[src/rtl/bp_io_cmd_router_if.sv]
// Command/response bundle between the core I/O port, the router and its two targets.
// Signal names keep the router-side direction suffixes so the slave modport reads naturally.
interface bp_io_cmd_router_if #(
    parameter int msg_width_p = 128
);
    logic [msg_width_p-1:0]   io_cmd_i;
    logic                     io_cmd_v_i;
    logic                     io_cmd_ready_o;
    logic [msg_width_p-1:0]   io_resp_o;
    logic                     io_resp_v_o;
    logic                     io_resp_yumi_i;
    logic [msg_width_p-1:0]   tgt_cmd_o;
    logic [1:0]               tgt_cmd_v_o;
    logic [1:0]               tgt_cmd_ready_i;
    logic [2*msg_width_p-1:0] tgt_resp_i;
    logic [1:0]               tgt_resp_v_i;
    logic [1:0]               tgt_resp_yumi_o;

    modport slave (
        input  io_cmd_i, io_cmd_v_i, io_resp_yumi_i,
        input  tgt_cmd_ready_i, tgt_resp_i, tgt_resp_v_i,
        output io_cmd_ready_o, io_resp_o, io_resp_v_o,
        output tgt_cmd_o, tgt_cmd_v_o, tgt_resp_yumi_o
    );

    modport master (
        output io_cmd_i, io_cmd_v_i, io_resp_yumi_i,
        output tgt_cmd_ready_i, tgt_resp_i, tgt_resp_v_i,
        input  io_cmd_ready_o, io_resp_o, io_resp_v_o,
        input  tgt_cmd_o, tgt_cmd_v_o, tgt_resp_yumi_o
    );
endinterface

[src/rtl/bp_io_cmd_router.sv]
// Steers I/O commands to the host window (target 0) or the default port (target 1)
// and returns responses to the core strictly in command order.
module bp_io_cmd_router #(
    parameter int                     msg_width_p       = 128,
    parameter int                     paddr_width_p     = 40,
    parameter int                     addr_lsb_p        = 0,
    parameter logic [paddr_width_p-1:0] host_base_p     = 40'h00_0010_0000,
    parameter logic [paddr_width_p-1:0] host_size_p     = 40'h00_0010_0000,
    parameter int                     max_outstanding_p = 4
) (
    input  logic                               clk_i,
    input  logic                               reset_n_i,
    bp_io_cmd_router_if.slave                  io,
    output logic [$clog2(max_outstanding_p):0] outstanding_o,
    output logic                               err_o
);
    localparam int ptr_w = $clog2(max_outstanding_p);
    localparam int cnt_w = ptr_w + 1;

    // Window compare is one bit wider so base+size cannot wrap to a small value.
    logic [paddr_width_p-1:0] addr;
    logic [paddr_width_p:0]   addr_ext;
    logic [paddr_width_p:0]   win_lo;
    logic [paddr_width_p:0]   win_hi;
    logic                     sel;

    assign addr     = io.io_cmd_i[addr_lsb_p +: paddr_width_p];
    assign addr_ext = {1'b0, addr};
    assign win_lo   = {1'b0, host_base_p};
    assign win_hi   = win_lo + {1'b0, host_size_p};
    assign sel      = ~((addr_ext >= win_lo) && (addr_ext < win_hi));

    logic             sel_fifo_mem [max_outstanding_p];
    logic [ptr_w-1:0] wr_ptr_reg;
    logic [ptr_w-1:0] rd_ptr_reg;
    logic [cnt_w-1:0] count_reg;
    logic             err_reg;
    logic             full;
    logic             empty;
    logic             head;
    logic             cmd_ready;
    logic             resp_v;
    logic             push;
    logic             pop;
    logic [1:0]       err_hit;

    assign full  = (count_reg == cnt_w'(max_outstanding_p));
    assign empty = (count_reg == '0);
    assign head  = sel_fifo_mem[rd_ptr_reg];

    // Handshake outputs are gated by reset so they drop the instant reset asserts.
    assign cmd_ready = reset_n_i & ~full & io.tgt_cmd_ready_i[sel];
    assign resp_v    = reset_n_i & ~empty & io.tgt_resp_v_i[head];
    assign push      = io.io_cmd_v_i & cmd_ready;
    assign pop       = io.io_resp_yumi_i & resp_v;

    assign io.tgt_cmd_o      = io.io_cmd_i;
    assign io.io_cmd_ready_o = cmd_ready;
    assign io.io_resp_v_o    = resp_v;
    assign io.io_resp_o      = head ? io.tgt_resp_i[msg_width_p +: msg_width_p]
                                    : io.tgt_resp_i[0 +: msg_width_p];

    genvar gi;
    generate
        for (gi = 0; gi < 2; gi++) begin : g_tgt
            logic             push_hit;
            logic             pop_hit;
            logic [cnt_w-1:0] pend_reg;

            assign push_hit = push & (sel == 1'(gi));
            assign pop_hit  = pop & (head == 1'(gi));

            assign io.tgt_cmd_v_o[gi]     = reset_n_i & io.io_cmd_v_i & ~full & (sel == 1'(gi));
            assign io.tgt_resp_yumi_o[gi] = pop_hit;

            // Per-target pending count; a valid response with none pending is an error.
            always_ff @(posedge clk_i or negedge reset_n_i) begin
                if (!reset_n_i) begin
                    pend_reg <= '0;
                end else if (push_hit && !pop_hit) begin
                    pend_reg <= pend_reg + cnt_w'(1);
                end else if (pop_hit && !push_hit) begin
                    pend_reg <= pend_reg - cnt_w'(1);
                end
            end

            assign err_hit[gi] = io.tgt_resp_v_i[gi] & (pend_reg == '0);
        end
    endgenerate

    always_ff @(posedge clk_i) begin
        if (push) begin
            sel_fifo_mem[wr_ptr_reg] <= sel;
        end
    end

    always_ff @(posedge clk_i or negedge reset_n_i) begin
        if (!reset_n_i) begin
            wr_ptr_reg <= '0;
            rd_ptr_reg <= '0;
            count_reg  <= '0;
            err_reg    <= 1'b0;
        end else begin
            if (push) begin
                wr_ptr_reg <= wr_ptr_reg + ptr_w'(1);
            end
            if (pop) begin
                rd_ptr_reg <= rd_ptr_reg + ptr_w'(1);
            end
            case ({push, pop})
                2'b10:   count_reg <= count_reg + cnt_w'(1);
                2'b01:   count_reg <= count_reg - cnt_w'(1);
                default: count_reg <= count_reg;
            endcase
            if (|err_hit) begin
                err_reg <= 1'b1;
            end
        end
    end

    assign outstanding_o = count_reg;
    assign err_o         = err_reg;

`ifndef SYNTHESIS
    a_yumi_needs_valid: assert property (@(posedge clk_i) disable iff (!reset_n_i)
        io.io_resp_yumi_i |-> io.io_resp_v_o);
    a_cmd_v_onehot: assert property (@(posedge clk_i) disable iff (!reset_n_i)
        !(&io.tgt_cmd_v_o));
`endif
endmodule

[src/flat_wrapper.sv]
// flat-port wrapper written by rule: the top's interface ports become plain ports
module bp_io_cmd_router_flat 
#(
    parameter int                     msg_width_p       = 128,
    parameter int                     paddr_width_p     = 40,
    parameter int                     addr_lsb_p        = 0,
    parameter logic [paddr_width_p-1:0] host_base_p     = 40'h00_0010_0000,
    parameter logic [paddr_width_p-1:0] host_size_p     = 40'h00_0010_0000,
    parameter int                     max_outstanding_p = 4
)
  (clk_i, reset_n_i, outstanding_o, err_o, io_io_cmd_i, io_io_cmd_v_i, io_io_resp_yumi_i, io_tgt_cmd_ready_i, io_tgt_resp_i, io_tgt_resp_v_i, io_io_cmd_ready_o, io_io_resp_o, io_io_resp_v_o, io_tgt_cmd_o, io_tgt_cmd_v_o, io_tgt_resp_yumi_o);
  bp_io_cmd_router_if #(.msg_width_p(msg_width_p)) io_i ();
  input  logic clk_i;
  input  logic reset_n_i;
  output logic [$clog2(max_outstanding_p):0] outstanding_o;
  output logic err_o;
  input wire logic [$bits(io_i.io_cmd_i)-1:0] io_io_cmd_i;
  input wire logic [$bits(io_i.io_cmd_v_i)-1:0] io_io_cmd_v_i;
  input wire logic [$bits(io_i.io_resp_yumi_i)-1:0] io_io_resp_yumi_i;
  input wire logic [$bits(io_i.tgt_cmd_ready_i)-1:0] io_tgt_cmd_ready_i;
  input wire logic [$bits(io_i.tgt_resp_i)-1:0] io_tgt_resp_i;
  input wire logic [$bits(io_i.tgt_resp_v_i)-1:0] io_tgt_resp_v_i;
  output wire logic [$bits(io_i.io_cmd_ready_o)-1:0] io_io_cmd_ready_o;
  output wire logic [$bits(io_i.io_resp_o)-1:0] io_io_resp_o;
  output wire logic [$bits(io_i.io_resp_v_o)-1:0] io_io_resp_v_o;
  output wire logic [$bits(io_i.tgt_cmd_o)-1:0] io_tgt_cmd_o;
  output wire logic [$bits(io_i.tgt_cmd_v_o)-1:0] io_tgt_cmd_v_o;
  output wire logic [$bits(io_i.tgt_resp_yumi_o)-1:0] io_tgt_resp_yumi_o;
  assign io_i.io_cmd_i = io_io_cmd_i;
  assign io_i.io_cmd_v_i = io_io_cmd_v_i;
  assign io_i.io_resp_yumi_i = io_io_resp_yumi_i;
  assign io_i.tgt_cmd_ready_i = io_tgt_cmd_ready_i;
  assign io_i.tgt_resp_i = io_tgt_resp_i;
  assign io_i.tgt_resp_v_i = io_tgt_resp_v_i;
  assign io_io_cmd_ready_o = io_i.io_cmd_ready_o;
  assign io_io_resp_o = io_i.io_resp_o;
  assign io_io_resp_v_o = io_i.io_resp_v_o;
  assign io_tgt_cmd_o = io_i.tgt_cmd_o;
  assign io_tgt_cmd_v_o = io_i.tgt_cmd_v_o;
  assign io_tgt_resp_yumi_o = io_i.tgt_resp_yumi_o;
  bp_io_cmd_router #(.msg_width_p(msg_width_p), .paddr_width_p(paddr_width_p), .addr_lsb_p(addr_lsb_p), .host_base_p(host_base_p), .host_size_p(host_size_p), .max_outstanding_p(max_outstanding_p)) u_core (.clk_i(clk_i), .reset_n_i(reset_n_i), .io(io_i), .outstanding_o(outstanding_o), .err_o(err_o));
endmodule
[config.mk]
export PLATFORM = sky130hd
export DESIGN_NAME = bp_io_cmd_router_flat
export DESIGN_NICKNAME = d
export VERILOG_FILES = /design/src/rtl/bp_io_cmd_router_if.sv /design/src/rtl/bp_io_cmd_router.sv /design/src/flat_wrapper.sv
export SDC_FILE = /design/constraint.sdc
export NUM_CORES = 1
export LEC_CHECK = 0
export CAP_MARGIN = 0
export CORE_AREA = 4 4 255 257
export CTS_CLUSTER_DIAMETER = 120
export CTS_CLUSTER_SIZE = 30
export DETAILED_ROUTE_END_ITERATION = 6
export DIE_AREA = 0 0 259 261
export MAX_ROUTING_LAYER = met4
export PLACE_DENSITY_LB_ADDON = 0.12
export SETUP_SLACK_MARGIN = 0.2
export SKIP_CTS_REPAIR_TIMING = 1
export SYNTH_ARGS = -nofsm -noshare
export SYNTH_HDL_FRONTEND = slang
export SYNTH_SLANG_ARGS = --single-unit
[constraint.sdc]
create_clock -name clk_i -period 2.9 [get_ports clk_i]
set_input_delay 0.435 -clock clk_i [delete_from_list [all_inputs] [get_ports clk_i]]
set_output_delay 0.435 -clock clk_i [all_outputs]
set_load 0.05 [all_outputs]
### After elaboration in Yosys (flattened, before gate mapping)

Memory sizes are Yosys's and may differ from the RTL's.
Index checks and enable logic that the tools add are counted.
Widths: inputs -> output; s select.

| operators by class | value |
|---|---|
| add/subtract/negate cells | 8 |
| order comparisons | 4 |
| equal/unequal tests | 3 |
| muxes and demuxes | 12 |
| bitwise logic cells | 20 |
| reductions and logical operators | 16 |

Operators by type and width:

| kind | count |
|---|---|
| $mux 128 | 1 |
| $ge 40x21->1 const B | 1 |
| $lt 40x22->1 const B | 1 |
| $and 1x1->1 | 16 |
| $mux 3 | 4 |
| $add 3x1->3 const B | 3 |
| $logic_not 3->1 | 3 |
| $sub 3x1->3 const B | 3 |
| $mux 1 | 6 |
| $pmux 3 s2 | 1 |
| $reduce_bool 2->1 | 3 |
| $logic_and 1x1->1 | 5 |
| $add 2x1->2 const B | 2 |
| $logic_not 1->1 | 4 |
| $lt 1x2->1 const B | 2 |
| $not 1->1 | 4 |
| $eq 3x3->1 const B | 1 |
| $eq 2x1->1 const B | 1 |
| $eq 2x2->1 const B | 1 |
| $reduce_or 2->1 | 1 |

| storage, ports and cells | value |
|---|---|
| register bits after elaboration | 14 |
| bits in writable memories | 4 |
| memories kept | 1 |

Memory list:

| memory | depth | bits a word | rd ports | clocked after Yosys merged registers in | write ports | line | RTL |
|---|---|---|---|---|---|---|---|
| u_core.sel_fifo_mem | 4 | 1 | 1 | 0 | 1 | bp_io_cmd_router.sv:33 | `logic sel_fifo_mem [max_outstanding_p];` |

### Depth between registers and ports, before layout

| depth | value |
|---|---|
| word-level depth | 12 |
| gate-level depth with buffers | 10 |

### Worst setup path after synthesis

OpenSTA, ideal clock, no wires.

| timing path | value |
|---|---|
| kind | register to register |
| from | register u_core.count_reg[2] (netlist: u_core.outstanding_o[2]) |
| to | register u_core.count_reg[2] (netlist: u_core.outstanding_o[2]) |
| library setup time | 0.082 ns |
| arrival time | 2.669 ns |
| data required time | 2.818 ns |
| path slack | 0.149 ns |
| stages on the path, launching flop included | 11 |
| buffers on the path | 0 |
| period minus slack after synthesis | 2.751 ns |
| cells stage by stage | dfrtp_1 -> or3b_1 -> and3_4 -> o211a_1 -> a31oi_4 -> ha_1 -> inv_1 -> fa_1 -> xor2_1 -> nor2_1 -> xor2_1 |

| between the ends | value |
|---|---|
| longest elaborated chain between the ends | 7 |

RTL lines:

| element | line | RTL |
|---|---|---|
| start: declaration | bp_io_cmd_router.sv:36 | `logic [cnt_w-1:0] count_reg;` |
| start signal: assignment | bp_io_cmd_router.sv:111 | `2'b10: count_reg <= count_reg + cnt_w'(1);` |
| start signal: assignment | bp_io_cmd_router.sv:112 | `2'b01: count_reg <= count_reg - cnt_w'(1);` |
| start signal: assignment | bp_io_cmd_router.sv:113 | `default: count_reg <= count_reg;` |
| $eq 3x3->1 / $logic_not 3->1 (equally long branches) | bp_io_cmd_router.sv:47, bp_io_cmd_router.sv:48 |  |
| $not 1->1, on equally long branches | bp_io_cmd_router.sv:52, bp_io_cmd_router.sv:53 |  |
| $and 1x1->1, on equally long branches (2 in a row) | bp_io_cmd_router.sv:52, bp_io_cmd_router.sv:53 |  |
| $and 1x1->1, on equally long branches | bp_io_cmd_router.sv:54, bp_io_cmd_router.sv:55 |  |
| $eq 2x1->1 / $eq 2x2->1 (equally long branches) | bp_io_cmd_router.sv:110 | `case ({push, pop})` |
| $pmux 3 s2 / $reduce_bool 2->1 (equally long branches) | -- |  |

Several ways; a longest one is shown, not always the timed one.
A chain may end at the register's enable or synchronous reset.

### Worst setup path after layout

| timing path | value |
|---|---|
| from | register u_core.rd_ptr_reg[0] |
| to | output io_io_resp_o[94] |

| between the ends | value |
|---|---|
| longest elaborated chain between the ends | 2 |

RTL lines:

| element | line | RTL |
|---|---|---|
| start: declaration | bp_io_cmd_router.sv:35 | `logic [ptr_w-1:0] rd_ptr_reg;` |
| start signal: assignment | bp_io_cmd_router.sv:108 | `rd_ptr_reg <= rd_ptr_reg + ptr_w'(1);` |
| $mem_v2 4x1 | -- |  |
| $mux 128 | bp_io_cmd_router.sv:60 | `assign io.io_resp_o = head ? io.tgt_resp_i[msg_width_p +: msg_width_p]` |
| end: declaration | flat_wrapper.sv:24 | `output wire logic [$bits(io_i.io_resp_o)-1:0] io_io_resp_o;` |

No other way between the ends.

==> metrics.md <==
| Metric | Value |
|---|---|
| Initial antenna violation count | `8` |
| Worst-skew pair later-pin latency | `0.25 ns` |
| Crit-path cells | `mux4_4 > buf_4 > buf_16 > mux2_4 > buf_12` |
| Outcome | `finished clean` |
| First-pass GRT wire length | `33,000 um` |
| Worst Path Max Fanout | `68` |
| DRC Markers | `0` |
| Total GRT Usage | `6.96%` |
| Hold crit path type | `reg -> reg` |
| Hpwl dp | `23,000 um` |
| Worst Setup End Kind | `output pin` |
| RSZ-0062 raised after global routing | `yes` |
| Layout cells sized above 1 | `45.9%` |
| Nets | `1,098` |
| Crit-path slowest cell | `mux4_4` |
| Worst Skew | `0.00165 ns` |
| Power Density | `825 mW/mm^2` |
| Slew Limit Fails | `0` |
| Std cell rows | `92` |
| Core Box Area | `0.0627 sq mm` |
| Top Usage Layer GRT | `met2` |
| Cts bufs inserted | `3` |
| Worst hold slack | `0.470 ns` |
| Worst VDD drop | `0.000527 V` |
| Post-synth net total | `770` |
| Endpoints failing hold | `0` |
| WP data arrival | `2.39 ns` |
| CP required | `2.47 ns` |
| Post-synth ARST share | `77.8%` |
| Critical Path Max Stage Delay | `0.68 ns` |
| Most common cell after layout, fill and taps aside | `clkdlybuf4s50_1` |
| Slew @ Worst Pin | `0.531 ns` |
| Starting Density | `5.68%` |
| Area growth from synthesis to final layout | `176%` |
| Synth top area cells | `mux2_2, buf_4, dfrtp_1` |
| Avg Cell Area, Syn | `9.68 sq um` |
| Largest register FFs | `6` |
| Tmin final | `2.82 ns` |
| Setup TNS | `0 ns` |
| M2 GR Usage | `10.9%` |
| Via count | `3,962` |
| # port buffers | `441` |
| CP Class | `reg -> out` |
| Setup crit start kind | `flop` |
| Hold_sp | `u_core.g_tgt[1].pend_reg[2]` |
| Cell accounting for the most synthesized area | `mux2_2` |
| Max Root-Sink Buffers | `2` |
| Fmax | `0.354 GHz` |
| Fin crit share | `97.4%` |
| Vert. Die Dim | `261 um` |
| CTS tree | `done` |
| Sequential share of the synthesized area | `13.2%` |
| Vias in the first global route | `4,255` |
| Largest net degree at the start of global routing | `69` |
| I/O pins | `658` |
| Seq cells post-synth | `18` |
| Post-route ant nets | `0` |
| Fin area | `0.00982 sq mm` |
| Hold path cells | `1` |
| Drt pass-1 iters | `2` |
| Post-Syn Instances | `368` |
| Pwr Total | `0.00810 W` |
| Detailed Route WL | `25,900 um` |
| Leak | `3.68 nW` |
| Remaining Overflow, GRT | `0` |
| Placement Cell Area | `0.00954 sq mm` |
| Die area | `0.0676 sq mm` |
| Synth Flop Type | `dfrtp_1` |
| Met1 usage | `7.32%` |
| WL/cell | `16.7 um` |
| CTS H-Tree Depth | `1` |
| Most frequent cells in the layout | `clkdlybuf4s50_1, buf_12, mux2_2` |
| RR Endpoint | `u_core.g_tgt[0].pend_reg[1]` |
| DRT iter0 DRCs | `95` |
| R2R Setup Slk | `0.14 ns` |
| Slew headroom | `64.5%` |
| Max-cap violations | `0` |
| Unique masters post-synth | `31` |
| Cell Area, Synth | `0.00356 sq mm` |
| Gpl congestion | `0.707` |
| TritonCTS Sinks | `18` |
| Yosys top cell area share | `41.1%` |
| Worst reg2reg path depth | `10` |
| Register clock-pin slew on the reported worst setup and hold paths | `0.05 ns` |
| Die W | `259 um` |
| FF-to-FF Start | `u_core.rd_ptr_reg[0]` |
| Met3 usage | `5.11%` |
| Via density | `2.56` |
| Post-synth EDFFs | `4` |
| Final setup violation count | `0` |
| Ys Warns | `0` |
| Root Driver | `clkbuf_16` |
| Hold EP | `u_core.g_tgt[1].pend_reg[2]` |
-- worst max-delay path, delay by kind of cell (launching register included) --
family	cells	cell delay, ns
multiplexers	2	1.10
buffers and inverters	3	0.54
flip-flops	1	0.37
-- synth_stat cells, types with 2 or more instances --
cell type,n
xor2_1,7
ha_1,7
inv_1,14
nor4b_1,3
xnor2_1,5
dfrtp_1,14
edfxtp_1,4
nor2_1,9
mux2_2,130
o21ai_0,2
nor4_1,4
buf_4,130
buf_2,14
nand2_1,6
fa_1,3
-- area by class of cell --
class                      instances  area, sq um
antenna                            8         20.0
inverter                          14         55.1
clock buffer                       4         78.8
sequential                        18          474
multi-input combinational        192         2130
timing repair buffer             467         6010
tap                              846         1060
fill                            6977        52900
-- stage by stage --
| step | setup slack (ns) | cells | util (%) |
|---|---|---|---|
| finish | 0.0758 | 1549 | 15.7 |
| global route | 0.0118 | 1549 | 15.7 |
| CTS | -0.0324 | 1539 | 15.3 |
| detailed placement | -0.191 | 1535 | 15.2 |
| global placement | -0.188 | 1535 | 15.2 |
| floorplan | 0.274 | 368 | - |
-- worst max-delay path by stage --
stage,startpoint,to,slack [ns],depth (start not counted)
finish,u_core.rd_ptr_reg[0],io_io_resp_o[94],0.08,5
global placement,io_io_cmd_i[21],u_core.g_tgt[0].pend_reg[2],-0.19,13
global route,u_core.rd_ptr_reg[0],io_tgt_resp_yumi_o[0],0.01,9
CTS,u_core.rd_ptr_reg[0],io_tgt_resp_yumi_o[0],-0.03,9
floorplan,u_core.outstanding_o[1],u_core.outstanding_o[2],0.27,10
detailed placement,io_io_cmd_i[21],u_core.outstanding_o[2],-0.19,12
-- power by group --
| part | leakage, nW | switching [W] | internal [W] | total (W) |
|---|---|---|---|---|
| Sequential | 0.198 | 0.000110 | 0.000361 | 0.000470 |
| Combinational | 3.44 | 0.00374 | 0.00362 | 0.00735 |
| Clock | 0.0382 | 0.0000939 | 0.000187 | 0.000281 |
| Total | 3.68 | 0.00394 | 0.00416 | 0.00810 |
-- kinds of logic after synthesis --
kind of cell             after synthesis  share of synthesized area, %
buffers and inverters                158                          30.8
multiplexers                         133                          42.4
AND/OR/NAND/NOR                       31                          4.95
flip-flops                            18                          13.2
XOR/XNOR                              12                          2.95
adder cells (fa/ha/maj)               10                          4.14
AO/OA/AOI/OAI                          6                          1.51
-- layer usage --
layer	vias up	routed length [um]
li1	1793	-
met1	1761	9530
met2	402	12000
met3	6	4210
met4	0	179
met5	-	0
Note: power is estimated with default switching activity, not from simulation.
